[src/rtl/smol_alu_issue.sv]
// Decode/issue/writeback engine for smolALU: accepts one RV32I OP/OP-IMM instruction,
// drives the combinational ALU for one cycle, then retires the result and writes rd back.
module smol_alu_issue #(
    parameter int unsigned DATA_W   = 32,
    parameter int unsigned NUM_REGS = 32
) (
    input  logic              clk,
    input  logic              rst_n,
    input  logic              instr_valid,
    output logic              instr_ready,
    input  logic [31:0]       instr,
    output logic [DATA_W-1:0] alu_rs1,
    output logic [DATA_W-1:0] alu_rs2_or_imm,
    output logic [4:0]        alu_op_sel,
    input  logic [DATA_W-1:0] alu_out,
    output logic              retire_valid,
    input  logic              retire_ready,
    output logic [4:0]        retire_rd,
    output logic [DATA_W-1:0] retire_data,
    output logic              retire_illegal,
    input  logic [4:0]        dbg_addr,
    output logic [DATA_W-1:0] dbg_data
);

    localparam int unsigned REG_AW = 5;
    localparam int unsigned OP_W   = 5;
    localparam int unsigned IMM_W  = 12;

    localparam logic [6:0] OPC_OP     = 7'b0110011;
    localparam logic [6:0] OPC_OP_IMM = 7'b0010011;
    localparam logic [6:0] F7_ZERO    = 7'h00;
    localparam logic [6:0] F7_ALT     = 7'h20;

    typedef enum logic [1:0] {
        IDLE = 2'd0,
        EXEC = 2'd1,
        WB   = 2'd2
    } state_t;

    state_t state;

    logic [DATA_W-1:0] regs [NUM_REGS];

    logic [6:0]        opcode;
    logic [2:0]        funct3;
    logic [6:0]        funct7;
    logic [REG_AW-1:0] rs1_idx;
    logic [REG_AW-1:0] rs2_idx;
    logic [REG_AW-1:0] rd_idx;
    logic [DATA_W-1:0] imm_sext;
    logic [DATA_W-1:0] rs1_val;
    logic [DATA_W-1:0] rs2_val;

    logic              dec_legal;
    logic              dec_imm;
    logic [OP_W-1:0]   dec_op;

    logic [REG_AW-1:0] rd_q;
    logic              legal_q;

    assign opcode   = instr[6:0];
    assign rd_idx   = instr[11:7];
    assign funct3   = instr[14:12];
    assign rs1_idx  = instr[19:15];
    assign rs2_idx  = instr[24:20];
    assign funct7   = instr[31:25];
    assign imm_sext = {{(DATA_W-IMM_W){instr[31]}}, instr[31:20]};

    // x0 never gets written, but force zero so the read path does not depend on that
    assign rs1_val  = (rs1_idx == '0) ? '0 : regs[rs1_idx];
    assign rs2_val  = (rs2_idx == '0) ? '0 : regs[rs2_idx];
    assign dbg_data = (dbg_addr == '0) ? '0 : regs[dbg_addr];

    // Instruction decode to ALU function select and legality
    always_comb begin
        dec_legal = 1'b0;
        dec_imm   = 1'b0;
        dec_op    = '0;
        if (opcode == OPC_OP) begin
            if (funct7 == F7_ZERO) begin
                dec_legal = 1'b1;
                case (funct3)
                    3'b000:  dec_op = OP_W'(0);
                    3'b111:  dec_op = OP_W'(2);
                    3'b110:  dec_op = OP_W'(3);
                    3'b100:  dec_op = OP_W'(4);
                    3'b101:  dec_op = OP_W'(5);
                    3'b001:  dec_op = OP_W'(6);
                    3'b011:  dec_op = OP_W'(7);
                    default: dec_legal = 1'b0;
                endcase
            end else if (funct7 == F7_ALT && funct3 == 3'b000) begin
                dec_legal = 1'b1;
                dec_op    = OP_W'(1);
            end
        end else if (opcode == OPC_OP_IMM) begin
            dec_imm   = 1'b1;
            dec_legal = 1'b1;
            case (funct3)
                3'b000:  dec_op = OP_W'(0);
                3'b111:  dec_op = OP_W'(2);
                3'b110:  dec_op = OP_W'(3);
                3'b100:  dec_op = OP_W'(4);
                3'b011:  dec_op = OP_W'(7);
                3'b101: begin
                    dec_op    = OP_W'(5);
                    dec_legal = (funct7 == F7_ZERO);
                end
                3'b001: begin
                    dec_op    = OP_W'(6);
                    dec_legal = (funct7 == F7_ZERO);
                end
                default: dec_legal = 1'b0;
            endcase
        end
    end

    // FSM, registered ALU drive, retire registers and register file.
    // ALU operands are captured at acceptance: any retirement write has already
    // landed by then, so this matches a read during EXEC.
    always_ff @(posedge clk or negedge rst_n) begin
        if (!rst_n) begin
            state          <= IDLE;
            instr_ready    <= 1'b1;
            alu_rs1        <= '0;
            alu_rs2_or_imm <= '0;
            alu_op_sel     <= '0;
            rd_q           <= '0;
            legal_q        <= 1'b0;
            retire_valid   <= 1'b0;
            retire_rd      <= '0;
            retire_data    <= '0;
            retire_illegal <= 1'b0;
            for (int i = 0; i < int'(NUM_REGS); i++) begin
                regs[i] <= '0;
            end
        end else begin
            case (state)
                IDLE: begin
                    if (instr_valid) begin
                        state          <= EXEC;
                        instr_ready    <= 1'b0;
                        rd_q           <= rd_idx;
                        legal_q        <= dec_legal;
                        alu_rs1        <= dec_legal ? rs1_val : '0;
                        alu_rs2_or_imm <= dec_legal ? (dec_imm ? imm_sext : rs2_val) : '0;
                        alu_op_sel     <= dec_legal ? dec_op : '0;
                    end
                end
                EXEC: begin
                    state          <= WB;
                    alu_rs1        <= '0;
                    alu_rs2_or_imm <= '0;
                    alu_op_sel     <= '0;
                    retire_valid   <= 1'b1;
                    retire_rd      <= rd_q;
                    retire_data    <= legal_q ? alu_out : '0;
                    retire_illegal <= !legal_q;
                end
                WB: begin
                    if (retire_ready) begin
                        if (!retire_illegal && retire_rd != '0) begin
                            regs[retire_rd] <= retire_data;
                        end
                        state        <= IDLE;
                        instr_ready  <= 1'b1;
                        retire_valid <= 1'b0;
                    end
                end
                default: begin
                    state        <= IDLE;
                    instr_ready  <= 1'b1;
                    retire_valid <= 1'b0;
                end
            endcase
        end
    end

endmodule

[config.mk]
export PLATFORM = sky130hd
export DESIGN_NAME = smol_alu_issue
export DESIGN_NICKNAME = d
export VERILOG_FILES = /design/src/rtl/smol_alu_issue.sv
export SDC_FILE = /design/constraint.sdc
export NUM_CORES = 2
export LEC_CHECK = 0
export BUFFER_PORTS_ARGS = -buffer_cell sky130_fd_sc_hd__buf_2
export CAP_MARGIN = 25
export CORE_UTILIZATION = 60
export CTS_BUF_LIST = sky130_fd_sc_hd__clkbuf_4
export DETAILED_ROUTE_END_ITERATION = 8
export PLACE_DENSITY = 0.77
export SLEW_MARGIN = 0
export SYNTH_ARGS = -nofsm -noshare
export SYNTH_HDL_FRONTEND = slang
export SYNTH_SLANG_ARGS = --single-unit
[constraint.sdc]
create_clock -name clk -period 3.1 [get_ports clk]
set_clock_uncertainty 0.1 [all_clocks]
set_input_delay 0.155 -clock clk [delete_from_list [all_inputs] [get_ports clk]]
set_output_delay 0.155 -clock clk [all_outputs]
set_load 0.05 [all_outputs]
After elaboration in Yosys (flattened, before gate mapping)
Cells that the tools add are included.
{ "word_totals": {"ff_bits": 1141, "inputBits": 73, "output_inout_bits": 141} }
{ "op_classes": {"magnitude_cmp": 5, "n_eq_ne": 13, "mux": 47, "bitwise": 6, "reduce_logical": 22} }
{ "op_table": {"columns": ["operator", "count"], "rows": [
  ["$bwmux 1024", 1],
  ["$mux 32", 16],
  ["$bmux 32 s5", 3],
  ["$demux 32 s5", 1],
  ["$pmux 32 s2", 2],
  ["$mux 5", 5],
  ["$ge 6x6->1 const B", 4],
  ["$not 5->6", 4],
  ["$pmux 3 s6", 1],
  ["$logic_not 5->1", 3],
  ["$eq 7x6->1 const B", 2],
  ["$eq 3x3->1 const B", 4],
  ["$mux 1", 11],
  ["$pmux 5 s2", 1],
  ["$reduce_and 2->1", 4],
  ["$eq 7x5->1 const B", 1],
  ["$logic_not 7->1", 1],
  ["$reduce_or 7->1", 1],
  ["$lt 6x1->1 const B", 1],
  ["$pmux 1 s3", 2],
  ["$pmux 2 s3", 1],
  ["$reduce_and 3->1", 2],
  ["$reduce_bool 5->1", 1],
  ["$reduce_or 5->1", 1],
  ["other kinds (14)", 20]
]} }

Logic depth before layout (Yosys ltp)
{ "logic_depth": {"word_depth": 9, "ltp_mapped": 10, "ltp_nobuf": 5} }

Worst setup path after synthesis
OpenSTA, ideal clock, no wires.
{ "synth_timing": {"kind": "input-to-output", "startpoint": "input dbg_addr[1]", "endpoint": "output dbg_data[15]", "t_arrival_ns": 2.506, "required_ns": 2.845, "path_slack_ns": 0.339, "path_stages": 7, "n_path_buf": 3, "path_cell_list": "clkbuf_1 clkbuf_1 clkbuf_1 mux4_2 mux4_2 inv_1 o21ai_0"} }
{ "synth_via": {"elab_chain_len": 5} }
{ "synth_rtl": {"columns": ["element", "line_no", "rtl"], "rows": [
  ["start, declared", "21", "input logic [4:0] dbg_addr,"],
  ["$not 5->6 (implied by the code)", "72", "assign dbg_data = (dbg_addr == '0) ? '0 : regs[dbg_addr];"],
  ["$bmux 32 s5", "72", null],
  ["$mux 32 (implied by the code) (2 in a row)", "72", null],
  ["$mux 32 (*)", "72", null],
  ["end, declared", "22", "output logic [DATA_W-1:0] dbg_data"]
]} }
Mark *: on every way between the ends. The rest lies on a longest branch, timed or not. The select of a mux whose other input is x is not followed.

Final worst setup path
{ "layout_timing": {"startpoint": "register regs[144] in the netlist's numbering", "endpoint": "output dbg_data[16]"} }
{ "layout_via": {"elab_chain_len": 4} }
{ "layout_rtl": {"columns": ["element", "line_no", "rtl"], "rows": [
  ["start, declared", "42", "logic [DATA_W-1:0] regs [NUM_REGS];"],
  ["start signal, assigned by index", "163", "regs[retire_rd] <= retire_data;"],
  ["$bmux 32 s5", "72", null],
  ["$mux 32 (implied by the code) (2 in a row)", "72", null],
  ["$mux 32", "72", null]
]} }
Every way passes these cells. The select of a mux whose other input is x is not followed.

==> qor.csv <==
stage,metric,value,unit
outcome,outcome,"finished, violations left",
outcome,violations in the final reports,negative setup slack,
cts,root cell of the clock tree,sky130_fd_sc_hd__clkbuf_4,
die,die extent in x,335,µm
placed_design,final estimated routing congestion in global placement,0.902,
die,Die ar.,112000,µm²
sta,final hold violation count,0,
critical_path,"delay-heaviest family, CP",multiplexers,
critical_path,WP data arrival,3.11,ns
critical_path,Worst path slowest cell,sky130_fd_sc_hd__mux4_2,
pwr,Leakage Power,0.0348,µW
die,Initial Util,0.608,
yosys,Synth Flop Type,sky130_fd_sc_hd__dfrtp_1,
yosys,Post-synth EDFFs,0,
pwr,switching pwr,10100,µW
route,sum of routed wire length over all layers,224000,µm
grt,antenna violations before repair,12,
pwr,Power Dens Cells,449,nW/µm²
route,total via count after detailed routing,49500,
placed_design,area of placed instances,70600,µm²
critical_path,number of buffers and inverters on the critical path,1,
critical_path,endpoint type of the worst setup path,output port,
cts,maximum count of clock buffers along a single path,4,
placed_design,half-perimeter wire length after placement,136000,µm
critical_path,longest individual stage delay on the worst path,0.52,ns
finish,utilization after layout,0.701,
pwr,sequential power share,0.462,
cts,TritonCTS clock tree,yes,
pwr,peak ir drop on the vdd network,413,µV
finish,layout cell share with drive strength beyond 1,0.558,
route,number of DRC markers in iteration 0,6882,
cts,insertion delay of the later-clocked pin in the worst-skew pair,1.23,ns
yosys,Seq cells post-synth,1139,
placed_design,I/O Buffers,211,
route,number of iterations in the first detailed-routing pass,8,
grt,first-pass GRT wire length,332000,µm
grt,final global-route overflow total,0,
pwr,Combinational Power Share,0.147,
grt,via count of the first global-routing pass,50200,
sta,Least-Margin Pin Slew,1.10,ns
pwr,power share of the clock group,0.391,
cts,clock buffer count from CTS,321,
yosys,sequential cell area fraction in the yosys report,0.429,
die,total I/O pin count,214,
finish,"leading cell types in the layout, fill and taps excluded","1137 x sky130_fd_sc_hd__dfrtp_1, 1075 x sky130_fd_sc_hd__mux2_2, 770 x sky130_fd_sc_hd__mux4_2",
route,routed wire length per instance,33.3,µm
critical_path,cell-by-cell listing of the critical path,mux4_2 -> mux4_2 -> nand2_1 -> o21ai_4 -> buf_4,
yosys,synthesized instance count,4561,
sta,Fin Setup TNS,-6.12,ns
yosys,Synth async-reset ratio,1.00,
finish,"count of placed standard cells in the final layout, fillers left out",6718,
pwr,proportion of total power due to net switching,0.294,
route,vias per std cell,7.37,
sta,final setup margin,-0.264,ns
cts,CTS H-tree lvls,5,
yosys,count of distinct cell types in the synthesized netlist,56,
sta,final cycle utilization of the critical path,1.09,
critical_path,largest driver fanout on the critical path,4,
finish,"commonest non-fill, non-tap cell in the layout",sky130_fd_sc_hd__dfrtp_1,
sta,fin crit period,3.36,ns
yosys,post-synthesis instance area,66400,µm²
finish,number of nets at the end of the flow,5103,
cts,clock sink total,1139,
finish,"final std cell area, no fill",76600,µm²
route,Routed Antenna Nets,0,
cts,clock transition time at the flip-flop clock pins of the worst setup and hold paths,0.07,ns
finish,Layout area overhead,15.3,%
grt,total global routing track utilization,0.407,
worst_hold_path,worst min path class,primary input to flop,
grt,pin count of the biggest net entering global routing,165,
yosys,synth warn,0,
sta,Final setup violation count,32,
pwr,cell-internal power,24300,µW
sta,worst relative slew slack,0.268,
yosys,Mean Syn Cell Area,14.6,µm²
critical_path,most frequent cell on the critical path,sky130_fd_sc_hd__mux4_2,
route,DR DRC count,0,
flow_run,number of maximum-capacitance constraint violations,0,
die,height of the chip,335,µm
critical_path,Worst Setup Start Kind,flop,
sta,achievable frequency,0.297,GHz
placed_design,total instance count after detailed placement,6001,
sta,worst hold slack,0.0920,ns
sta,setup repair after global routing missed its margin,true,
critical_path,Worst Setup Path Type,flop to output port,
die,total number of placement rows,121,
die,core area,109000,µm²
sta,number of pins exceeding their max-slew limit in the final report,0,
critical_path,Critical Path RT,2.84,ns
## area by class of cell
class / instances / area (µm²)
Clock inverter: 72 / 362
Multi-Input combinational cell: 2863 / 35900
Timing Repair Buffer: 665 / 6420
Antenna cell: 10 / 25.0
Fill cell: 7145 / 32700
Tap cell: 1476 / 1850
Inverter: 40 / 153
Sequential cell: 1139 / 28500
Clock buffer: 453 / 3400
## kinds of logic (layout without fill, tap and decap cells)
group,after synthesis,after routing,synth area share
AND/OR/NAND/NOR,470,470,0.0325
AO/OA/AOI/OAI,438,438,0.0416
flip-flops,1139,1139,0.429
multiplexers,1953,1953,0.460
buffers and inverters,560,1230,0.0369
other,1,12,0.0000565
## what timing repair did
item,4_1_cts,5_1_grt
hold buffers,151,0
setup endpoints to repair,32,94
hold endpoints to repair,1419,0
resized for setup,106,13
setup buffers,13,15
pin swaps,0,1
## power by group through the flow
stage	combinational [µW]	sequential [µW]	clock [µW]
2_1_floorplan	2700	16100	0
3_3_place_gp	4590	16100	0
3_5_place_dp	4670	16200	0
4_1_cts	4910	15900	13500
5_1_grt	5270	16000	14400
6_report	5060	15900	13400
## synth_stat cells, types with 15 or more instances
cell | n | area share
sky130_fd_sc_hd__mux4_2 | 770 | 0.26
sky130_fd_sc_hd__mux2i_1 | 92 | 0.014
sky130_fd_sc_hd__o21ai_0 | 135 | 0.010
sky130_fd_sc_hd__dfrtp_1 | 1138 | 0.43
sky130_fd_sc_hd__inv_1 | 39 | 0.0022
sky130_fd_sc_hd__o21ai_1 | 28 | 0.0021
sky130_fd_sc_hd__nand2_1 | 264 | 0.015
sky130_fd_sc_hd__a211oi_1 | 24 | 0.0027
sky130_fd_sc_hd__nor2_1 | 59 | 0.0033
sky130_fd_sc_hd__buf_2 | 147 | 0.011
sky130_fd_sc_hd__or4_1 | 21 | 0.0024
sky130_fd_sc_hd__a22oi_1 | 62 | 0.0070
sky130_fd_sc_hd__nor3_1 | 32 | 0.0024
sky130_fd_sc_hd__mux2_2 | 1075 | 0.18
sky130_fd_sc_hd__nand3_1 | 16 | 0.0012
sky130_fd_sc_hd__mux2_1 | 16 | 0.0027
sky130_fd_sc_hd__buf_6 | 15 | 0.0025
sky130_fd_sc_hd__a21oi_1 | 29 | 0.0022
sky130_fd_sc_hd__nor2b_1 | 32 | 0.0030
sky130_fd_sc_hd__buf_1 | 54 | 0.0031
sky130_fd_sc_hd__o22ai_1 | 93 | 0.0088
sky130_fd_sc_hd__a22o_1 | 21 | 0.0028
sky130_fd_sc_hd__clkbuf_1 | 290 | 0.016
## registers in the layout (all words and copies together), names as in the netlist
signal and cells:
alu_op_sel 3, alu_rs1 32, alu_rs2_or_imm 32, instr_ready 1
legal_q 1, rd_q 5, regs 1024, retire_data 32
retire_illegal 1, retire_rd 5, retire_valid 1, state 2
## per-layer routing
| layer | global-route usage | wire length [µm] |
|---|---|---|
| met1 | 0.539 | 79700 |
| met2 | 0.580 | 98500 |
| met3 | 0.169 | 33500 |
| met4 | 0.209 | 12100 |
| met5 | 0 | 101 |
## metrics by stage
step                      setup WS, ns  total power [µW]
after floorplan                  0.339             18800
after detailed placement        0.0891             20800
after global routing            -0.336             35600
after global placement           0.106             20700
final                           -0.264             34400
after CTS                       -0.358             34300
## worst paths after layout
kind	slack, ns	from	end	cells past startpoint
setup / recovery	-0.26	regs[144]$_DFFE_PN0P_	dbg_data[16]	5
hold / removal	0.09	instr[31]	alu_rs2_or_imm[26]$_DFFE_PN0P_	5
setup reg to reg	0.10	state[0]$_DFFE_PN0P_	alu_rs2_or_imm[4]$_DFFE_PN0P_	8
hold reg to reg	0.29	regs[996]$_DFFE_PN0P_	regs[996]$_DFFE_PN0P_	0
max in group asynchronous	1.16	rst_n	regs[814]$_DFFE_PN0P_	6
min in group asynchronous	0.47	rst_n	regs[635]$_DFFE_PN0P_	5
## worst min-delay path: stages
cell	delay, ns
sky130_fd_sc_hd__dlygate4sd3_1	0.52
sky130_fd_sc_hd__buf_2	0.12
sky130_fd_sc_hd__o22a_1	0.17
sky130_fd_sc_hd__buf_12	0.23
sky130_fd_sc_hd__a22o_1	0.16
No activity file was read; power rests on OpenSTA's default activity.
